**src/rtl/timing_generator.sv**
```systemverilog
// -----------------------------------------------------------------------------
// timing_generator
//
// Cycle timing generator for the 6502 core. It produces the per-instruction
// T-state (CYCLE) that the decode ROM uses to time register strobes. It also
// owns reset sequencing, RDY stalls, NMI edge capture, IRQ qualification and
// forced-BRK interrupt entry, and it drives the vector select.
//
// Ports:
//   CLK            core clock; all state changes on the rising edge
//   RST            synchronous, active-high reset
//   RDY            ready; low stalls read cycles only
//   RW             current bus direction from decode, 1 = read
//   LAST_CYCLE     decode flag: current cycle is the instruction's final cycle
//   NMI_N          non-maskable interrupt, falling-edge sensitive (synchronised)
//   IRQ_N          maskable interrupt, level sensitive, active low
//   I_FLAG         PSR interrupt-disable bit
//   CYCLE          current T-state, 0 = opcode fetch cycle
//   SYNC           opcode fetch cycle of a normal instruction (combinational)
//   STALL          cycle frozen by RDY (combinational)
//   RESET_SEQ      reset sequence active
//   INT_SEQ        forced-BRK interrupt sequence active; IR loads 0x00
//   PC_INC_INHIBIT suppress PC increment
//   VEC_SEL        00 none, 01 IRQ/BRK FFFE, 10 NMI FFFA, 11 reset FFFC
//   CYCLE_OVF      one-clock pulse when CYCLE is forced to wrap
//
// Outputs other than SYNC and STALL are registered: every one of them is
// computed from the next-state values and loaded on the clock edge.
// -----------------------------------------------------------------------------
module timing_generator #(
  parameter int MAX_CYCLE    = 7,
  parameter int RESET_CYCLES = 7
) (
  input  logic       CLK,
  input  logic       RST,
  input  logic       RDY,
  input  logic       RW,
  input  logic       LAST_CYCLE,
  input  logic       NMI_N,
  input  logic       IRQ_N,
  input  logic       I_FLAG,
  output logic [2:0] CYCLE,
  output logic       SYNC,
  output logic       STALL,
  output logic       RESET_SEQ,
  output logic       INT_SEQ,
  output logic       PC_INC_INHIBIT,
  output logic [1:0] VEC_SEL,
  output logic       CYCLE_OVF
);

  typedef enum logic [1:0] {
    RESET_HOLD = 2'd0,
    RESET_RUN  = 2'd1,
    RUN        = 2'd2
  } state_t;

  localparam logic [2:0] CYC_MAX     = 3'(MAX_CYCLE);
  localparam logic [2:0] RST_LAST    = 3'(RESET_CYCLES - 1);
  // The final two reset cycles fetch the reset vector, so the PC is allowed
  // to be loaded/incremented there.
  localparam logic [2:0] RST_PC_LAST = 3'(RESET_CYCLES - 3);

  localparam logic [1:0] VEC_NONE  = 2'b00;
  localparam logic [1:0] VEC_IRQ   = 2'b01;
  localparam logic [1:0] VEC_NMI   = 2'b10;
  localparam logic [1:0] VEC_RESET = 2'b11;

  state_t     state;
  state_t     state_nx;
  logic [2:0] cycle_nx;
  logic       int_seq_nx;
  logic [1:0] vec_sel_nx;
  logic       pc_inc_nx;
  logic       ovf_nx;
  logic       nmi_pending;
  logic       nmi_pending_nx;
  logic       nmi_prev;
  logic       nmi_prev_nx;
  logic       advance;
  logic       wrap;
  logic       boundary;
  logic       nmi_edge;
  logic       irq_req;
  logic       take_nmi;

  // Next-state and combinational outputs.
  always_comb begin
    state_nx       = state;
    cycle_nx       = CYCLE;
    int_seq_nx     = INT_SEQ;
    vec_sel_nx     = VEC_SEL;
    pc_inc_nx      = PC_INC_INHIBIT;
    ovf_nx         = 1'b0;
    nmi_prev_nx    = nmi_prev;
    nmi_pending_nx = nmi_pending;
    advance        = RDY | ~RW;   // RDY only freezes read cycles
    wrap           = 1'b0;
    boundary       = 1'b0;
    take_nmi       = 1'b0;
    irq_req        = ~IRQ_N & ~I_FLAG;
    nmi_edge       = 1'b0;
    STALL          = 1'b0;
    SYNC           = 1'b0;

    // NMI history is tracked every clock (stalled or not) once out of hold.
    if (state != RESET_HOLD) begin
      nmi_edge    = nmi_prev & ~NMI_N;
      nmi_prev_nx = NMI_N;
    end

    case (state)
      RESET_HOLD: begin
        state_nx   = RESET_RUN;
        cycle_nx   = 3'd0;
        int_seq_nx = 1'b0;
        vec_sel_nx = VEC_RESET;
        pc_inc_nx  = 1'b1;
      end

      RESET_RUN: begin
        if (CYCLE == RST_LAST) begin
          state_nx   = RUN;
          cycle_nx   = 3'd0;
          vec_sel_nx = VEC_NONE;
          pc_inc_nx  = 1'b0;
        end else begin
          cycle_nx  = CYCLE + 3'd1;
          pc_inc_nx = (CYCLE + 3'd1) <= RST_PC_LAST;
        end
      end

      RUN: begin
        STALL = ~advance;
        SYNC  = (CYCLE == 3'd0) & ~INT_SEQ;
        if (advance) begin
          wrap     = ~LAST_CYCLE & (CYCLE == CYC_MAX);
          boundary = LAST_CYCLE | wrap;
          ovf_nx   = wrap;
          if (boundary) begin
            cycle_nx = 3'd0;
            // Interrupts are only recognised here, so an NMI arriving during
            // an IRQ sequence waits for that sequence to finish.
            if (nmi_pending) begin
              take_nmi   = 1'b1;
              int_seq_nx = 1'b1;
              vec_sel_nx = VEC_NMI;
            end else if (irq_req) begin
              int_seq_nx = 1'b1;
              vec_sel_nx = VEC_IRQ;
            end else begin
              int_seq_nx = 1'b0;
              vec_sel_nx = VEC_NONE;
            end
          end else begin
            cycle_nx = CYCLE + 3'd1;
          end
          pc_inc_nx = int_seq_nx & (cycle_nx <= 3'd1);
        end
      end

      default: begin
        state_nx = RESET_HOLD;
      end
    endcase

    // A fresh edge on the clearing clock survives the clear.
    nmi_pending_nx = nmi_edge | (nmi_pending & ~take_nmi);
  end

  // State register.
  always_ff @(posedge CLK) begin
    if (RST) begin
      state          <= RESET_HOLD;
      CYCLE          <= 3'd0;
      RESET_SEQ      <= 1'b1;
      VEC_SEL        <= VEC_RESET;
      PC_INC_INHIBIT <= 1'b1;
      INT_SEQ        <= 1'b0;
      CYCLE_OVF      <= 1'b0;
      nmi_pending    <= 1'b0;
      nmi_prev       <= 1'b1;
    end else begin
      state          <= state_nx;
      CYCLE          <= cycle_nx;
      RESET_SEQ      <= (state_nx != RUN);
      VEC_SEL        <= vec_sel_nx;
      PC_INC_INHIBIT <= pc_inc_nx;
      INT_SEQ        <= int_seq_nx;
      CYCLE_OVF      <= ovf_nx;
      nmi_pending    <= nmi_pending_nx;
      nmi_prev       <= nmi_prev_nx;
    end
  end

endmodule

```
**config.mk**
```make
export PLATFORM = sky130hd
export DESIGN_NAME = timing_generator
export DESIGN_NICKNAME = d
export VERILOG_FILES = /design/src/rtl/timing_generator.sv
export SDC_FILE = /design/constraint.sdc
export NUM_CORES = 1
export LEC_CHECK = 0
export BUFFER_PORTS_ARGS = -buffer_cell sky130_fd_sc_hd__buf_2
export CAP_MARGIN = 20
export CORE_MARGIN = 5
export CORE_UTILIZATION = 54
export DETAILED_ROUTE_END_ITERATION = 12
export GPL_ROUTABILITY_DRIVEN = 0
export GPL_TIMING_DRIVEN = 0
export PLACE_DENSITY_LB_ADDON = 0.1
export SYNTH_ARGS = -nofsm -noshare
export SYNTH_HDL_FRONTEND = slang
export SYNTH_SLANG_ARGS = --single-unit
```
**constraint.sdc**
```tcl
create_clock -name CLK -period 3.99 [get_ports CLK]
set_input_delay 0.798 -clock CLK [delete_from_list [all_inputs] [get_ports CLK]]
set_output_delay 0.798 -clock CLK [all_outputs]
set_load 0.02 [all_outputs]
```
==> impl_metrics.py <==
metrics = {
    "synth": {
        "yosys_warnings": 0,
        "avgSynthCellArea_um2": 9.07,
        "synth_edf_count": 0,
        "synth_fp_nets": 101,
        "ys_async_sr_fraction": 0,
        "ys.flop_type": "dfxtp_1",
        "yosysSeqAreaShare": 0.342,
        "synth_cells": 84,
        "synthDistinctLibCells": 35,
        "ys_ff_latch": 13,
        "netlist_area_um2": 762,
    },
    "final_layout": {
        "antenna_cells": 0,
        "area_growth_pct": 17.7,
        "fill_cells": 114,
        "post-route-util": 0.681,
        "nets": 124,
        "instances_no_fill": 121,
        "final_cell_mix": "buf_2 (18), dfxtp_1 (13), ha_1 (9), inv_1 (8), nor2_1 (8)",
        "design_area_um2": 897,
        "layout-drive-gt1-share": 0.245,
        "final_common_cell": "buf_2",
    },
    "clock_network": {
        "clock-sinks": 13,
        "tritoncts": "yes",
        "clockRootBuffer": "clkbuf_4",
        "ctsHoldBuffers": 0,
        "cts_setup_buffers": 0,
        "worst_skew_pair.late_latency_ns": 0.28,
        "cts_buffers": 3,
        "htreeDepth": 1,
        "path_clk_slew_ns": 0.08,
        "ctsLongestPathBuffers": 2,
        "cts-resized-gates": 0,
    },
    "worst_setup_path": {
        "worstPathRequired_ns": 3.19,
        "cp_slowest_stage_delay_ns": 0.40,
        "regToRegSetupSlack_ns": 2.12,
        "worst_r2r_path_depth": 7,
        "crit_fanout": 10,
        "cp_cell_sequence": "inv_1 -> ha_1 -> buf_6 -> and3b_1 -> buf_6 -> buf_2",
        "cp-start-kind": "flip-flop",
        "cp_common_cell": "buf_6",
        "cpMaxStageDelayCell": "dfxtp_1",
        "critPathKind": "flip-flop to output pin",
        "end_kind": "output pin",
        "worst-endpoint-arrival_ns": 1.59,
    },
    "power_and_ir_drop": {
        "pwr-share-seq": 0.522,
        "p_clk_frac": 0.296,
        "power.density_nw_per_um2": 304,
        "peakVddDrop_uv": 161,
        "swShare": 0.275,
        "switchingPower_mw": 0.0751,
        "fin_total_pwr_mw": 0.273,
        "combPwrFrac": 0.182,
        "internal_power_mw": 0.198,
        "leakage_nw": 0.402,
    },
    "sta": {
        "worstMarginPinSlew_ns": 0.524,
        "hold_ws_ns": 0.493,
        "tns_ns": 0,
        "rsz0062_at_grt": "no",
        "clock.fmax_mhz": 418,
        "setup_viol_count_final": 0,
        "finClkSkew_ns": 0.00913,
        "slew_headroom": 0.648,
        "maxSlewViolCount": 0,
        "finalWorstSetupSlack_ns": 1.60,
        "fin_crit_sh": 0.599,
        "hold_violations": 0,
        "period_minus_slack_ns": 2.39,
    },
    "drt": {
        "drtAntennaViolNets": 0,
        "wl_mm": 1.58,
        "vias": 684,
        "drc": 0,
        "drtIter0Drc": 10,
        "dr.pass1.iters": 4,
        "avgRoutedWirePerCell_um": 13.0,
        "avgViaCountPerCell": 5.65,
    },
    "floorplanning": {
        "row_count": 13,
        "fp.dieW_um": 47.6,
        "ioPinCount": 19,
        "dieArea_um2": 2260,
        "start_util": 0.578,
        "core_area_um2": 1320,
        "die_y_um": 47.6,
    },
    "run_status": {
        "outcome": "complete, no violations",
    },
    "global_routing": {
        "grt_max_degree": 11,
        "grt_pass1_vias": 656,
        "grt_usage": 0.175,
        "antenna_found_initial": 0,
        "grt_pass1_wl_mm": 2.74,
        "overflow": 0,
    },
    "placed_design": {
        "post-place-cells": 117,
        "hpwlAfterDp_mm": 1.23,
        "placed_cell_area_um2": 871,
        "io_buffers": 18,
        "preCtsSetupSlack_ns": 1.77,
    },
    "worst_hold_path": {
        "hold_depth": 2,
        "hp-class": "flip-flop to flip-flop",
    },
    "job": {
        "drv_cap": 0,
    },
}
[state kept, by name, summed over array words and instances, names as in the netlist]
signal          flops
nmi_pending         1
INT_SEQ             1
VEC_SEL             2
state               2
PC_INC_INHIBIT      1
CYCLE               3
RESET_SEQ           1
CYCLE_OVF           1
nmi_prev            1
[worst paths after layout]
kind / end / from
max reg2reg: VEC_SEL[0] / state[0]
min: nmi_prev / nmi_prev
max: STALL / state[0]
min reg2reg: nmi_prev / nmi_prev
[power groups by stage]
stage	clock network (mW)	registers [mW]	logic (mW)
after floorplan	0	0.149	0.0306
after global placement	0	0.145	0.0486
after detailed placement	0	0.145	0.0495
after CTS	0.0829	0.142	0.0498
after global routing	0.0943	0.143	0.0558
final	0.0808	0.142	0.0496
[kinds of logic (layout without fill, tap and decap cells)]
kind of cell	count (synthesis)	in the layout	share of synthesized area
buffers and inverters	12	34	0.0788
adder cells (fa/ha/maj)	9	9	0.148
flip-flops	13	13	0.342
AND/OR/NAND/NOR	28	28	0.222
AO/OA/AOI/OAI	19	19	0.171
multiplexers	3	3	0.0394
[metal layers]
layer	track usage	up-vias	wire length (um)
li1	-	348	-
met1	0.218	311	744
met2	0.262	21	727
met3	0.0752	4	88
met4	0.0806	0	19
met5	0	-	0
[synth_stat cells, types with 2 or more instances]
| master | number | area (um^2) |
|---|---|---|
| nor3_1 | 2 | 10.0 |
| o32ai_1 | 2 | 17.5 |
| or4_1 | 2 | 15.0 |
| nor3b_1 | 2 | 15.0 |
| buf_6 | 2 | 22.5 |
| nor2_1 | 8 | 30.0 |
| mux2i_1 | 3 | 30.0 |
| nand2_1 | 3 | 11.3 |
| dfxtp_1 | 13 | 260 |
| inv_1 | 8 | 30.0 |
| a21oi_1 | 2 | 10.0 |
| ha_1 | 9 | 113 |
| o21ai_0 | 5 | 25.0 |
| o22ai_1 | 2 | 12.5 |
[critical path: cells and delay by family (launching register included)]
family | cells | cell delay [ns]
fa+ha+maj | 1 | 0.22
buf+inv | 4 | 0.50
flops | 1 | 0.40
simple gates | 1 | 0.19
[layout make-up]
| type | count | area (um^2) | share of cell area |
|---|---|---|---|
| multi-input cells | 59 | 442 | 0.492 |
| repair buffers | 18 | 90.1 | 0.100 |
| inverters | 8 | 30.0 | 0.0335 |
| well taps | 15 | 18.8 | 0.0209 |
| flip-flops and latches | 13 | 260 | 0.290 |
| clock buffers | 4 | 26.3 | 0.0293 |
| plain buffers | 4 | 30.0 | 0.0335 |
(Power assumes the default switching activity.)
